`src/rtl/pwm_pkg.sv`:
```
// Shared types and default widths for the multi-channel PWM block.
// Latency: n/a (types and constants only).
// Backpressure: n/a.
package pwm_pkg;

    localparam int PWM_NCH     = 4;
    localparam int PWM_CNT_W   = 16;
    localparam int PWM_PRESC_W = 16;

    typedef enum logic {
        PWM_UP     = 1'b0,
        PWM_UPDOWN = 1'b1
    } pwm_mode_e;

    typedef enum logic {
        DIR_UP   = 1'b0,
        DIR_DOWN = 1'b1
    } pwm_dir_e;

endpackage

```
`src/rtl/pwm_timebase.sv`:
```
// Shared PWM time-base: prescaler clock-enable, up / up-down counter, period boundary detect.
// Latency: ctr moves one clk after the tick cycle; period_tick is high in the first cycle ctr is back at 0.
// Backpressure: none; enable=0 freezes prescaler, counter and direction exactly.
//
// Ports:
//   clk, rst           clock and synchronous active-high reset
//   enable             run / freeze
//   prescale           tick every prescale+1 cycles (live)
//   period_act         active counter top value
//   mode_act           active counting mode
//   ctr_next           value ctr takes at the next edge (lets callers register outputs aligned with ctr)
//   boundary           this cycle's tick returns the counter to 0
//   period_tick        registered boundary pulse
module pwm_timebase
    import pwm_pkg::*;
#(
    parameter int CNT_W   = PWM_CNT_W,
    parameter int PRESC_W = PWM_PRESC_W
) (
    input  logic               clk,
    input  logic               rst,
    input  logic               enable,
    input  logic [PRESC_W-1:0] prescale,
    input  logic [CNT_W-1:0]   period_act,
    input  pwm_mode_e          mode_act,
    output logic [CNT_W-1:0]   ctr_next,
    output logic               boundary,
    output logic               period_tick
);

    localparam logic [CNT_W-1:0]   CTR_ONE   = CNT_W'(1);
    localparam logic [PRESC_W-1:0] PRESC_ONE = PRESC_W'(1);

    logic [PRESC_W-1:0] presc_cnt;
    logic [CNT_W-1:0]   ctr;
    pwm_dir_e           dir;
    pwm_dir_e           dir_next;
    logic               tick;

    // >= rather than == so a live reduction of prescale cannot strand the counter above it.
    assign tick = enable && (presc_cnt >= prescale);

    always_comb begin
        ctr_next = ctr;
        dir_next = dir;
        if (tick) begin
            if (period_act == '0) begin
                ctr_next = '0;
                dir_next = DIR_UP;
            end else if (mode_act == PWM_UP) begin
                ctr_next = (ctr < period_act) ? ctr + CTR_ONE : '0;
                dir_next = DIR_UP;
            end else if (dir == DIR_UP) begin
                if (ctr < period_act) begin
                    ctr_next = ctr + CTR_ONE;
                end else begin
                    ctr_next = ctr - CTR_ONE;
                    dir_next = DIR_DOWN;
                end
            end else begin
                if (ctr > CTR_ONE) begin
                    ctr_next = ctr - CTR_ONE;
                end else begin
                    ctr_next = '0;
                    dir_next = DIR_UP;
                end
            end
        end
    end

    // Includes the 0->0 case when period_act is 0, so a fresh load always gets committed.
    assign boundary = tick && (ctr_next == '0);

    always_ff @(posedge clk) begin
        if (rst) begin
            presc_cnt   <= '0;
            ctr         <= '0;
            dir         <= DIR_UP;
            period_tick <= 1'b0;
        end else begin
            if (enable) begin
                presc_cnt <= tick ? '0 : presc_cnt + PRESC_ONE;
            end
            ctr         <= ctr_next;
            dir         <= boundary ? DIR_UP : dir_next;
            period_tick <= boundary;
        end
    end

endmodule

```
`src/rtl/pwm_multi.sv`:
```
// Multi-channel PWM with shared time-base, per-channel compare/polarity, shadow regs committed at period boundaries.
// Latency: pwm_out is registered and aligned with the counter; polarity changes appear one clk later.
// Backpressure: none; enable=0 holds all state, load is a single-cycle strobe always accepted.
//
// Ports:
//   clk, rst     clock and synchronous active-high reset
//   enable       run / freeze
//   prescale     live prescaler value
//   load         captures period, mode, cmp into shadow registers
//   period/mode  counter top value and counting mode (shadowed)
//   cmp          per-channel compare, channel i at [i*CNT_W +: CNT_W] (shadowed)
//   polarity     per-channel output inversion (live)
//   pwm_out      registered PWM outputs
//   period_tick  one-cycle pulse in the first cycle of each period
module pwm_multi
    import pwm_pkg::*;
#(
    parameter int NCH     = PWM_NCH,
    parameter int CNT_W   = PWM_CNT_W,
    parameter int PRESC_W = PWM_PRESC_W
) (
    input  logic                 clk,
    input  logic                 rst,
    input  logic                 enable,
    input  logic [PRESC_W-1:0]   prescale,
    input  logic                 load,
    input  logic [CNT_W-1:0]     period,
    input  logic                 mode,
    input  logic [NCH*CNT_W-1:0] cmp,
    input  logic [NCH-1:0]       polarity,
    output logic [NCH-1:0]       pwm_out,
    output logic                 period_tick
);

    logic [CNT_W-1:0] period_sh;
    logic [CNT_W-1:0] period_act;
    pwm_mode_e        mode_sh;
    pwm_mode_e        mode_act;
    logic [CNT_W-1:0] ctr_next;
    logic             boundary;

    // Shadow capture uses this cycle's inputs while the commit takes the previous shadow,
    // so a load coincident with a boundary takes effect one period later.
    always_ff @(posedge clk) begin
        if (rst) begin
            period_sh  <= '0;
            period_act <= '0;
            mode_sh    <= PWM_UP;
            mode_act   <= PWM_UP;
        end else begin
            if (load) begin
                period_sh <= period;
                mode_sh   <= pwm_mode_e'(mode);
            end
            if (boundary) begin
                period_act <= period_sh;
                mode_act   <= mode_sh;
            end
        end
    end

    pwm_timebase #(
        .CNT_W   (CNT_W),
        .PRESC_W (PRESC_W)
    ) u_timebase (
        .clk         (clk),
        .rst         (rst),
        .enable      (enable),
        .prescale    (prescale),
        .period_act  (period_act),
        .mode_act    (mode_act),
        .ctr_next    (ctr_next),
        .boundary    (boundary),
        .period_tick (period_tick)
    );

    for (genvar i = 0; i < NCH; i++) begin : g_ch
        logic [CNT_W-1:0] cmp_sh;
        logic [CNT_W-1:0] cmp_act;
        logic [CNT_W-1:0] cmp_next;
        logic             pwm_q;

        assign cmp_next = boundary ? cmp_sh : cmp_act;

        // Output is computed from next-state so it lines up with ctr with no extra cycle.
        always_ff @(posedge clk) begin
            if (rst) begin
                cmp_sh  <= '0;
                cmp_act <= '0;
                pwm_q   <= 1'b0;
            end else begin
                if (load) begin
                    cmp_sh <= cmp[i*CNT_W +: CNT_W];
                end
                if (boundary) begin
                    cmp_act <= cmp_sh;
                end
                pwm_q <= polarity[i] ^ (ctr_next < cmp_next);
            end
        end

        assign pwm_out[i] = pwm_q;
    end

endmodule
```
`config.mk`:
```
export PLATFORM = sky130hd
export DESIGN_NAME = pwm_multi
export DESIGN_NICKNAME = d
export VERILOG_FILES = /design/src/rtl/pwm_pkg.sv /design/src/rtl/pwm_timebase.sv /design/src/rtl/pwm_multi.sv
export SDC_FILE = /design/constraint.sdc
export NUM_CORES = 1
export LEC_CHECK = 0
export BUFFER_PORTS_ARGS = -buffer_cell sky130_fd_sc_hd__buf_2
export CORE_MARGIN = 2
export CORE_UTILIZATION = 50
export DETAILED_ROUTE_END_ITERATION = 7
export PLACE_DENSITY = 0.77
export SYNTH_ARGS = -nofsm -noshare
export SYNTH_HDL_FRONTEND = slang
export SYNTH_SLANG_ARGS = --single-unit
```
`constraint.sdc`:
```
create_clock -name clk -period 6.7 [get_ports clk]
set_input_delay 0.335 -clock clk [delete_from_list [all_inputs] [get_ports clk]]
set_output_delay 0.335 -clock clk [all_outputs]
set_load 0.02 [all_outputs]
```
==> metrics.csv, run 1 <==
stage;metric;value;unit
outcome;status;completed;
cts;clock-sinks;200;
cts;clk_latency;450;ps
cells_and_area;multi_input_area;6080;um^2
place;dpl_worst_slack;617;ps
sta;setup_viol;0;
yosys;synth_most_common_cell;nor2_1;
floorplanning;core_area;20900;um^2
route;drc;0;
cells_and_area;finalNetCount;1425;
worst_setup_path;crit_type;reg2reg;
worst_setup_path;r2r_setup_slack;480;ps
worst_setup_path;rr_startpoint;u_timebase.ctr[7];
job;max_cap_violations;0;
floorplanning;num_rows;53;
power_and_ir_drop;leakagePower;6.08;nW
yosys;ys.flop_type;dfxtp_1;
yosys;synthTopCellsByArea;dfxtp_1 (38%), mux2i_1 (15%), ha_1 (11%);
cells_and_area;seq_area;4000;um^2
yosys;netlist-cell-type-count;77;
yosys;ys_seq_area_share;37.9;%
cts;htreeDepth;4;
cts;post_cts_buffers;0;
yosys;async_flop_share;0;%
yosys;yosys.area.top_type;dfxtp_1;
route;first_pass_iters;6;
sta;hold_viol_final;0;
sta;min_period;6220;ps
cells_and_area;antenna_cells;0;
route;drt-total-wl;25600;um
sta;clock_skew;13.6;ps
cells_and_area;layout-drive-gt1-share;15.1;%
min_path;hp-class;in2reg;
power_and_ir_drop;ir_worst_vdd;0.000189;V
global_routing;grtUsageMet3;4.53;%
place;place_area;11300;um^2
yosys;synthTopCellsByCount;nor2_1 (210), dfxtp_1 (200), mux2i_1 (159);
cells_and_area;n_fill_cell;1841;
cts;cts_buffers;17;
place;gp_congestion;0.976;
global_routing;use_met1;29.5;%
yosys;netlist_area;10600;um^2
cts;cts_tree;built;
sta;slew_violations;0;
cts;cts-resized-gates;0;
sta;holdWs;121;ps
min_path;holdPathEnd;g_ch[0].cmp_sh[1];
worst_setup_path;r2r-end;g_ch[2].pwm_q;
global_routing;grt_pass1_vias;8248;
floorplanning;start_util;50.6;%
sta;fin_crit_sh;92.8;%
worst_setup_path;arrival;6520;ps
sta;rsz0062_at_grt;no;
route;vias;8539;
route;antenna_left;0;
yosys;yosysTopAreaCellShare;37.9;%
cts;clk_path_buf_depth;2;
yosys;synth_edf_count;0;
worst_setup_path;worstRegToRegCells;23;
sta;fmax;161;MHz
global_routing;grt_max_degree;102;
power_and_ir_drop;power_density;201;nW/um^2
place;io_buffers;109;
yosys;syn_inst;1143;
yosys;yosys_register_bits;200;
cts;cts-root-buf;clkbuf_16;
cts;clk_pin_slew;80;ps
global_routing;antenna_found_initial;0;
worst_setup_path;endpoint_kind;flop;
global_routing;grt_overflow_total;0;
global_routing;top_usage_layer;met2;
worst_setup_path;crit_path_max_fanout;27;
cells_and_area;design_area;11900;um^2
worst_setup_path;start_kind;flop;
min_path;min_delay_path_depth;3;
yosys;syn_nets;1343;
cts;hold_buffers;0;
sta;relSlewSlack;26.8;%
yosys;ys_warn_count;0;
floorplanning;io_pins;110;
sta;worst_slack;483;ps
global_routing;gr-usage-met2;38.0;%
sta;fin_tns_setup;0;ps
yosys;synth_area_per_cell;9.25;um^2
route;wire_per_inst;16.9;um
min_path;hold_start;cmp[1];
global_routing;grt_pass1_wl;41400;um
floorplanning;die_h;149;um
place;dpl.hpwl;18300;um
route;drt_iter0_drc;728;
cells_and_area;syn_to_final_growth;12.6;%
floorplanning;die_w;149;um
sta;worst_pin_slew;1100;ps
power_and_ir_drop;power;0.00239;W
floorplanning;die_area;22300;um^2
global_routing;grt.total_usage;23.3;%
route;via_per_inst;5.64;
worst_setup_path;worstPathRequired;7000;ps
## critical path, stage by stage, from the launching register on
cell	delay (ps)
dfxtp_1	620
ha_1	360
a21oi_1	160
nand3_1	110
a22o_1	300
o31ai_4	590
nand3_1	150
o211ai_1	190
nand2_1	160
nor4_4	440
nand3_4	420
buf_12	330
mux2i_1	230
ha_1	280
a21o_1	170
a21o_1	190
a21o_1	190
a21o_1	180
a21o_1	180
a21oi_1	230
o31ai_1	160
and2_1	160
a21oi_1	150
o221ai_1	120
## sequential cells by signal, indices dropped and copies added, names as in the netlist
name                    flops
g_ch.cmp_act               64
g_ch.cmp_sh                64
period_act                 16
period_sh                  16
u_timebase.ctr             16
u_timebase.presc_cnt       16
g_ch.pwm_q                  4
mode_act                    1
mode_sh                     1
u_timebase.dir              1
u_timebase.period_tick      1
## layer usage
metal / up-vias / part of all wire, %
li1: 4226 / -
met1: 3938 / 44
met3: 78 / 5.4
met4: 0 / 3.8
met5: - / 0
met2: 297 / 47
## layout by cell type, fill, tap and decap left out, types with 7 or more instances in the layout
cell	instances
nor2_1	210
dfxtp_1	200
mux2i_1	159
buf_2	107
ha_1	95
inv_1	50
a21oi_1	40
a21o_1	40
nand2_1	30
nand3_1	28
nand4_1	25
buf_4	19
clkbuf_16	17
o21ai_0	16
a31oi_1	13
xor2_1	13
nor2b_1	10
nor3_1	9
and3_1	9
xnor2_1	8
and4_1	7
## where the power goes
group / switching, W / total (W) / internal (W)
logic: 0.0000667 / 0.000130 / 0.0000633
registers: 0.0000217 / 0.00124 / 0.00122
clock network: 0.000492 / 0.00102 / 0.000528
## worst max path at each step
stage	from	to	slack (ps)
2_1_floorplan	u_timebase.presc_cnt[0]	g_ch[0].pwm_q	1370
3_3_place_gp	u_timebase.ctr[7]	g_ch[3].pwm_q	830
3_5_place_dp	u_timebase.ctr[7]	g_ch[2].pwm_q	620
4_1_cts	u_timebase.ctr[7]	g_ch[2].pwm_q	580
5_1_grt	u_timebase.ctr[10]	g_ch[2].pwm_q	40
6_report	u_timebase.ctr[7]	g_ch[2].pwm_q	480
## area by class of cell
cell class	count	area share, %
clock buffers	17	3.57
clock inverters	15	1.30
inverters	50	1.58
multi-input cells	828	51.1
flip-flops and latches	200	33.6
well taps	275	2.89
repair buffers	128	5.96
## cells by family after synthesis
kind of cell,Yosys count,share of synthesized area (%)
AND/OR/NAND/NOR,371,16.7
AO/OA/AOI/OAI,180,12.4
XOR/XNOR,21,1.74
flip-flops,200,37.9
adder cells (fa/ha/maj),95,11.2
buffers and inverters,115,4.66
multiplexers,161,15.3
## through the flow
stage / util (%) / std cells
3_5_place_dp: 54.2 / 1481
2_1_floorplan: - / 1143
5_1_grt: 57.0 / 1513
3_3_place_gp: 54.2 / 1481
4_1_cts: 57.0 / 1513
6_report: 57.0 / 1513
(Power assumes the default switching activity.)
==> run 2, diff against run 1 <==
--- a/config.mk
+++ b/config.mk
@@ -9,4 +9,5 @@
 export CORE_MARGIN = 2
 export CORE_UTILIZATION = 50
+export CTS_CLUSTER_DIAMETER = 80
 export DETAILED_ROUTE_END_ITERATION = 7
 export PLACE_DENSITY = 0.77
==> constraint.sdc (replaced) <==
create_clock -name clk -period 6.85 [get_ports clk]
set_input_delay 0.685 -clock clk [delete_from_list [all_inputs] [get_ports clk]]
set_output_delay 0.685 -clock clk [all_outputs]
set_load 0.02 [all_outputs]
==> run 2 against run 1 <==
First-iteration DRC count decreased by 21%; hold slack improved by 350 ps; global-route usage decreased by 0.86 points; sequential share of layout area about the same; critical endpoint unchanged; largest cell class unchanged.
==> metrics.csv, run 2 (synthesis results as in run 1) <==
stage;metric;value;unit
worst_setup_path;crit_path_max_fanout;16;
cells_and_area;layout_commonest_cell;nor2_1;
power_and_ir_drop;ir_worst_vdd;0.000175;V
place;dpl_worst_slack;560;ps
worst_setup_path;crit_type;reg2reg;
sta;rsz0062_at_grt;no;
cells_and_area;layout-drive-gt1-share;14.7;%
cts;clk_pin_slew;80;ps
outcome;status;completed;
power_and_ir_drop;combPwrFrac;5.4;%
worst_setup_path;worstPathRequired;7150;ps
sta;worst_pin_slew;1080;ps
sta;fin_crit_sh;91.1;%
global_routing;grt_max_degree;100;
route;first_pass_iters;7;
sta;relSlewSlack;28.1;%
place;gp_congestion;0.917;
cts;clk_latency;450;ps
route;wl_met1;11400;um
power_and_ir_drop;swShare;23.1;%
cells_and_area;utilization;56.9;%
cts;cts-resized-gates;0;
cells_and_area;finalNetCount;1421;
sta;fmax;160;MHz
worst_setup_path;r2r_setup_slack;610;ps
floorplanning;die_w;149;um
min_path;hold_start;cmp[21];
cells_and_area;final_cell_mix;nor2_1 (210), dfxtp_1 (200), mux2i_1 (159);
sta;fin_tns_setup;0;ps
floorplanning;die_h;149;um
cts;post_cts_buffers;0;
route;vias;8506;
route;route.met3.wl;1170;um
worst_setup_path;endpoint_kind;flop;
route;drt_iter0_drc;578;
sta;setup_viol;0;
power_and_ir_drop;seqPwrFrac;51.3;%
sta;worst_slack;613;ps
floorplanning;io_pins;110;
floorplanning;num_rows;53;
power_and_ir_drop;leakagePower;6.06;nW
worst_setup_path;r2r-end;g_ch[2].pwm_q;
global_routing;grt_pass1_vias;7942;
sta;hold_viol_final;0;
cells_and_area;antenna_cells;0;
cts;cts_buffers;17;
global_routing;grt.total_usage;22.4;%
place;dp.cells;1477;
cells_and_area;syn_to_final_growth;12.5;%
global_routing;grt_overflow_total;0;
floorplanning;die_area;22300;um^2
cts;htreeDepth;4;
sta;clock_skew;12.4;ps
job;max_cap_violations;0;
route;wl_met2;11900;um
min_path;hp-class;in2reg;
worst_setup_path;rr_startpoint;u_timebase.ctr[6];
route;wire_per_inst;16.6;um
floorplanning;start_util;50.6;%
route;top_layer_used;met5;
power_and_ir_drop;power_frac_clock;43.3;%
route;drc;0;
global_routing;grt_pass1_wl;40000;um
place;dpl.hpwl;18000;um
cts;clk_path_buf_depth;2;
power_and_ir_drop;switching_power;0.000546;W
min_path;min_delay_path_depth;3;
cts;cts_tree;built;
place;io_buffers;109;
cts;clock-sinks;200;
worst_setup_path;worstRegToRegCells;24;
cells_and_area;final_cells;1509;
route;antenna_left;0;
power_and_ir_drop;p_int;0.00182;W
global_routing;antenna_found_initial;1;
route;via_per_inst;5.64;
cts;hold_buffers;0;
floorplanning;core_area;20900;um^2
sta;min_period;6240;ps
cts;cts-root-buf;clkbuf_16;
min_path;holdPathEnd;g_ch[1].cmp_sh[5];
sta;slew_violations;0;
route;drt-total-wl;25000;um
power_and_ir_drop;power_density;199;nW/um^2
worst_setup_path;arrival;6540;ps
cells_and_area;top_regs;g_ch.cmp_act x64, g_ch.cmp_sh x64;
worst_setup_path;start_kind;flop;
run 2: cell count changes in the layout (fill, tap and decap cells not counted), sizes merged:
cell / change
inv: -5
buf: -4
clkbuf: +4
clkinv: -2
clkinvlp: +2
bufinv: +1
run 2: final cells by class:
class	instances	area (um^2)
multi-input cells	828	6080
fillers	1832	9000
inverters	50	188
flip-flops and latches	200	4000
well taps	275	344
repair buffers	124	679
clock buffers	21	460
clock inverters	11	138
run 2: worst max path at each step:
stage	start	slack (ps)	end
5_1_grt	u_timebase.ctr[0]	270	g_ch[2].pwm_q
6_report	u_timebase.ctr[6]	610	g_ch[2].pwm_q
4_1_cts	u_timebase.ctr[0]	690	g_ch[2].pwm_q
3_5_place_dp	prescale[0]	560	g_ch[2].pwm_q
3_3_place_gp	prescale[0]	740	g_ch[2].pwm_q
2_1_floorplan	prescale[11]	1230	g_ch[0].pwm_q
run 2: routing by layer:
layer	track usage, %	vias to the layer above
li1	-	4218
met1	29.2	4018
met3	4.62	52
met5	0	-
met2	37.1	216
met4	7.43	2
run 2: metrics by stage:
step / power (W) / hold WS (ps) / area (um^2)
after floorplan: 0.00132 / 460 / 10600
after global placement: 0.00137 / 472 / 11300
after detailed placement: 0.00137 / 484 / 11300
after CTS: 0.00238 / 463 / 11900
after global routing: 0.00244 / 473 / 11900
final: 0.00236 / 472 / 11900
run 2: worst max-delay path, cell delays in order, from the launching register on:
cell	delay [ps]
dfxtp_1	670
ha_1	360
nand4_1	100
nand3_1	120
a22o_1	320
o31ai_4	650
nand3_1	140
o211ai_1	240
nand2_1	150
nor4_4	470
nand3_4	400
buf_4	330
mux2i_1	160
ha_1	210
a21o_1	150
a21o_1	160
a21o_1	170
a21o_1	180
a21o_1	170
a21o_1	170
a21oi_1	200
nand4_1	130
and2_1	170
a21oi_1	140
o221ai_1	110
run 2: power groups by stage:
stage | logic [W] | registers (W) | clock network, W
floorplan | 0.0000857 | 0.00123 | 0
global placement | 0.000125 | 0.00124 | 0
detailed placement | 0.000129 | 0.00124 | 0
CTS | 0.000129 | 0.00121 | 0.00104
global route | 0.000142 | 0.00122 | 0.00108
finish | 0.000128 | 0.00121 | 0.00102
==> run 3, diff against run 2 <==
Settings changed: ABC_AREA set to 1, PLACE_DENSITY 0.77 to 0.78.
==> run 3 against run 2 <==
Via count is 4.2% higher; combinational power hardly changed; sequential share of layout area rose by 0.99 points; die area down 2.2%; synthesized cell count up 16%; flip-flop and latch count unchanged; utilization up 0.16 points; hold slack got worse by 10 ps; largest power group unchanged.
==> metrics.csv, run 3 <==
stage;metric;value;unit
sta;rsz0062_at_grt;no;
sta;fin_crit_sh;78.2;%
route;vias;8865;
worst_setup_path;crit_path_top_delay_cell;dfxtp_1;
floorplanning;start_util;51.1;%
worst_setup_path;start_kind;flop;
global_routing;antenna_found_initial;0;
worst_setup_path;endpoint_kind;flop;
route;antenna_left;0;
cells_and_area;antenna_cells;0;
worst_setup_path;crit_path_max_fanout;34;
sta;min_period;5350;ps
yosys;yosys_register_bits;200;
floorplanning;num_rows;52;
cts;cts_buffers;17;
cts;clock-sinks;200;
worst_setup_path;arrival;5690;ps
yosys;netlist-cell-type-count;41;
place;dpl.hpwl;18500;um
yosys;synthTopCellsByCount;nor2_1 (255), dfxtp_1 (200), nand2_1 (193);
yosys;ys_warn_count;0;
power_and_ir_drop;ir_worst_vdd;0.000186;V
floorplanning;die_area;21800;um^2
cells_and_area;top_regs;g_ch.cmp_act x64, g_ch.cmp_sh x64;
cells_and_area;n_fill_cell;1835;
cts;clk_latency;440;ps
yosys;ys_seq_area_share;38.8;%
sta;fmax;187;MHz
yosys;synthTopCellsByArea;dfxtp_1 (39%), ha_1 (12%), nor2_1 (9.3%);
min_path;holdPathEnd;g_ch[0].cmp_sh[15];
global_routing;grt_pass1_wl;41500;um
outcome;status;completed;
global_routing;grt.total_usage;23.8;%
sta;clock_skew;18.7;ps
route;drt_iter0_drc;546;
worst_setup_path;r2r-end;g_ch[2].pwm_q;
sta;slew_violations;0;
cts;hold_buffers;0;
worst_setup_path;rr_startpoint;u_timebase.ctr[9];
route;drt-total-wl;25500;um
route;first_pass_iters;4;
global_routing;grt_max_degree;103;
power_and_ir_drop;leakagePower;5.90;nW
yosys;ys.flop_type;dfxtp_1;
floorplanning;core_area;20200;um^2
cts;cts-root-buf;clkbuf_16;
cts;cts_tree;built;
sta;fin_tns_setup;0;ps
worst_setup_path;slowest_delay;590;ps
yosys;synth_edf_count;0;
yosys;netlist_area;10300;um^2
job;max_cap_violations;0;
cts;post_cts_buffers;0;
yosys;synth_area_per_cell;7.80;um^2
sta;relSlewSlack;36.5;%
floorplanning;io_pins;110;
cts;cts-resized-gates;0;
yosys;yosysTopAreaCellShare;38.8;%
yosys;syn_inst;1325;
sta;worst_pin_slew;953;ps
cells_and_area;layout_commonest_cell;nor2_1;
route;wire_per_inst;15.1;um
route;drc;0;
yosys;yosys.area.top_type;dfxtp_1;
floorplanning;die_w;148;um
cts;clk_path_buf_depth;2;
cts;htreeDepth;4;
route;via_per_inst;5.26;
place;gp_congestion;0.953;
global_routing;grt_overflow_total;0;
sta;hold_viol_final;0;
yosys;syn_nets;1525;
place;dp.cells;1653;
power_and_ir_drop;power_density;201;nW/um^2
worst_setup_path;crit_type;reg2reg;
worst_setup_path;r2r_setup_slack;1500;ps
yosys;async_flop_share;0;%
min_path;hold_start;cmp[15];
worst_setup_path;path_common_cell;nand2_1;
cells_and_area;finalNetCount;1602;
cells_and_area;syn_to_final_growth;11.8;%
cells_and_area;final_cells;1685;
floorplanning;die_h;148;um
cts;clk_pin_slew;70;ps
sta;setup_viol;0;
worst_setup_path;worstRegToRegCells;26;
worst_setup_path;worstPathRequired;7180;ps
cells_and_area;layout-drive-gt1-share;14.1;%
yosys;synth_most_common_cell;nor2_1;
min_path;min_delay_path_depth;3;
min_path;hp-class;in2reg;
global_routing;grt_pass1_vias;8581;
place;io_buffers;109;
cells_and_area;final_cell_mix;nor2_1 (255), dfxtp_1 (200), nand2_1 (193);
run 3: changes by cell type in the layout (fill, tap and decap cells not counted), sizes merged, moves of 14 or more:
cell,before,now
nand3,29,44
o22ai,3,17
mux2i,161,60
a21oi,41,77
a21o,40,0
o21ai,19,94
inv,53,123
nand2,31,202
nor2,210,264
run 3: per-layer routing:
layer | part of all wire [%] | up-vias | wire length (um) | GRT usage, %
li1 | - | 4526 | - | -
met1 | 46 | 4077 | 11700 | 30.9
met2 | 47 | 218 | 12000 | 40.8
met3 | 4.8 | 44 | 1220 | 3.52
met4 | 2.1 | 0 | 545 | 7.31
met5 | 0 | - | 0 | 0
run 3: power breakdown:
part / switching, W / internal (W) / total [W] / leakage [nW]
Clock: 0.000465 / 0.000511 / 0.000976 / 0.272
Sequential: 0.0000186 / 0.00120 / 0.00122 / 1.63
Combinational: 0.0000764 / 0.0000489 / 0.000125 / 3.99
run 3: worst max path at each step:
stage / cells after the start / endpoint / from
floorplan: 24 / g_ch[1].pwm_q / prescale[15]
global placement: 25 / g_ch[1].pwm_q / prescale[15]
detailed placement: 25 / g_ch[2].pwm_q / prescale[15]
CTS: 26 / g_ch[2].pwm_q / u_timebase.ctr[9]
global route: 26 / g_ch[2].pwm_q / u_timebase.ctr[9]
finish: 26 / g_ch[2].pwm_q / u_timebase.ctr[9]
run 3: layout make-up:
type	instances	area (um^2)	area share (%)
multi-input combinational	951	5620	48.6
sequential	200	4000	34.7
timing repair buffer	114	583	5.05
inverter	118	445	3.86
clock buffer	18	429	3.71
tap	270	338	2.92
clock inverter	14	138	1.19
run 3: kinds of logic (layout without fill, tap and decap cells):
family,after synthesis,count (layout),synth area share [%]
flops,200,200,38.8
fa+ha+maj,95,95,11.5
simple gates,564,564,23.8
mux,60,60,5.81
buf+inv,174,264,6.89
xor+xnor,29,29,2.46
compound gates,203,203,10.8
run 3: worst max-delay path, delay by kind of cell, from the launching register on:
kind	cells	cell delay, ps
buffers and inverters	2	440
flip-flops	1	590
adder cells (fa/ha/maj)	2	640
multiplexers	1	310
AO/OA/AOI/OAI	5	800
AND/OR/NAND/NOR	16	2440
run 3: through the flow:
step	utilization, %	hold WS (ps)	total power [W]	cell area, um^2	setup WS, ps
2_1_floorplan	-	434	0.00131	10300	2830
3_3_place_gp	54.3	449	0.00136	11000	1590
3_5_place_dp	54.3	454	0.00137	11000	1390
4_1_cts	57.1	449	0.00234	11600	1560
5_1_grt	57.1	458	0.00240	11600	1070
6_report	57.1	462	0.00232	11600	1500
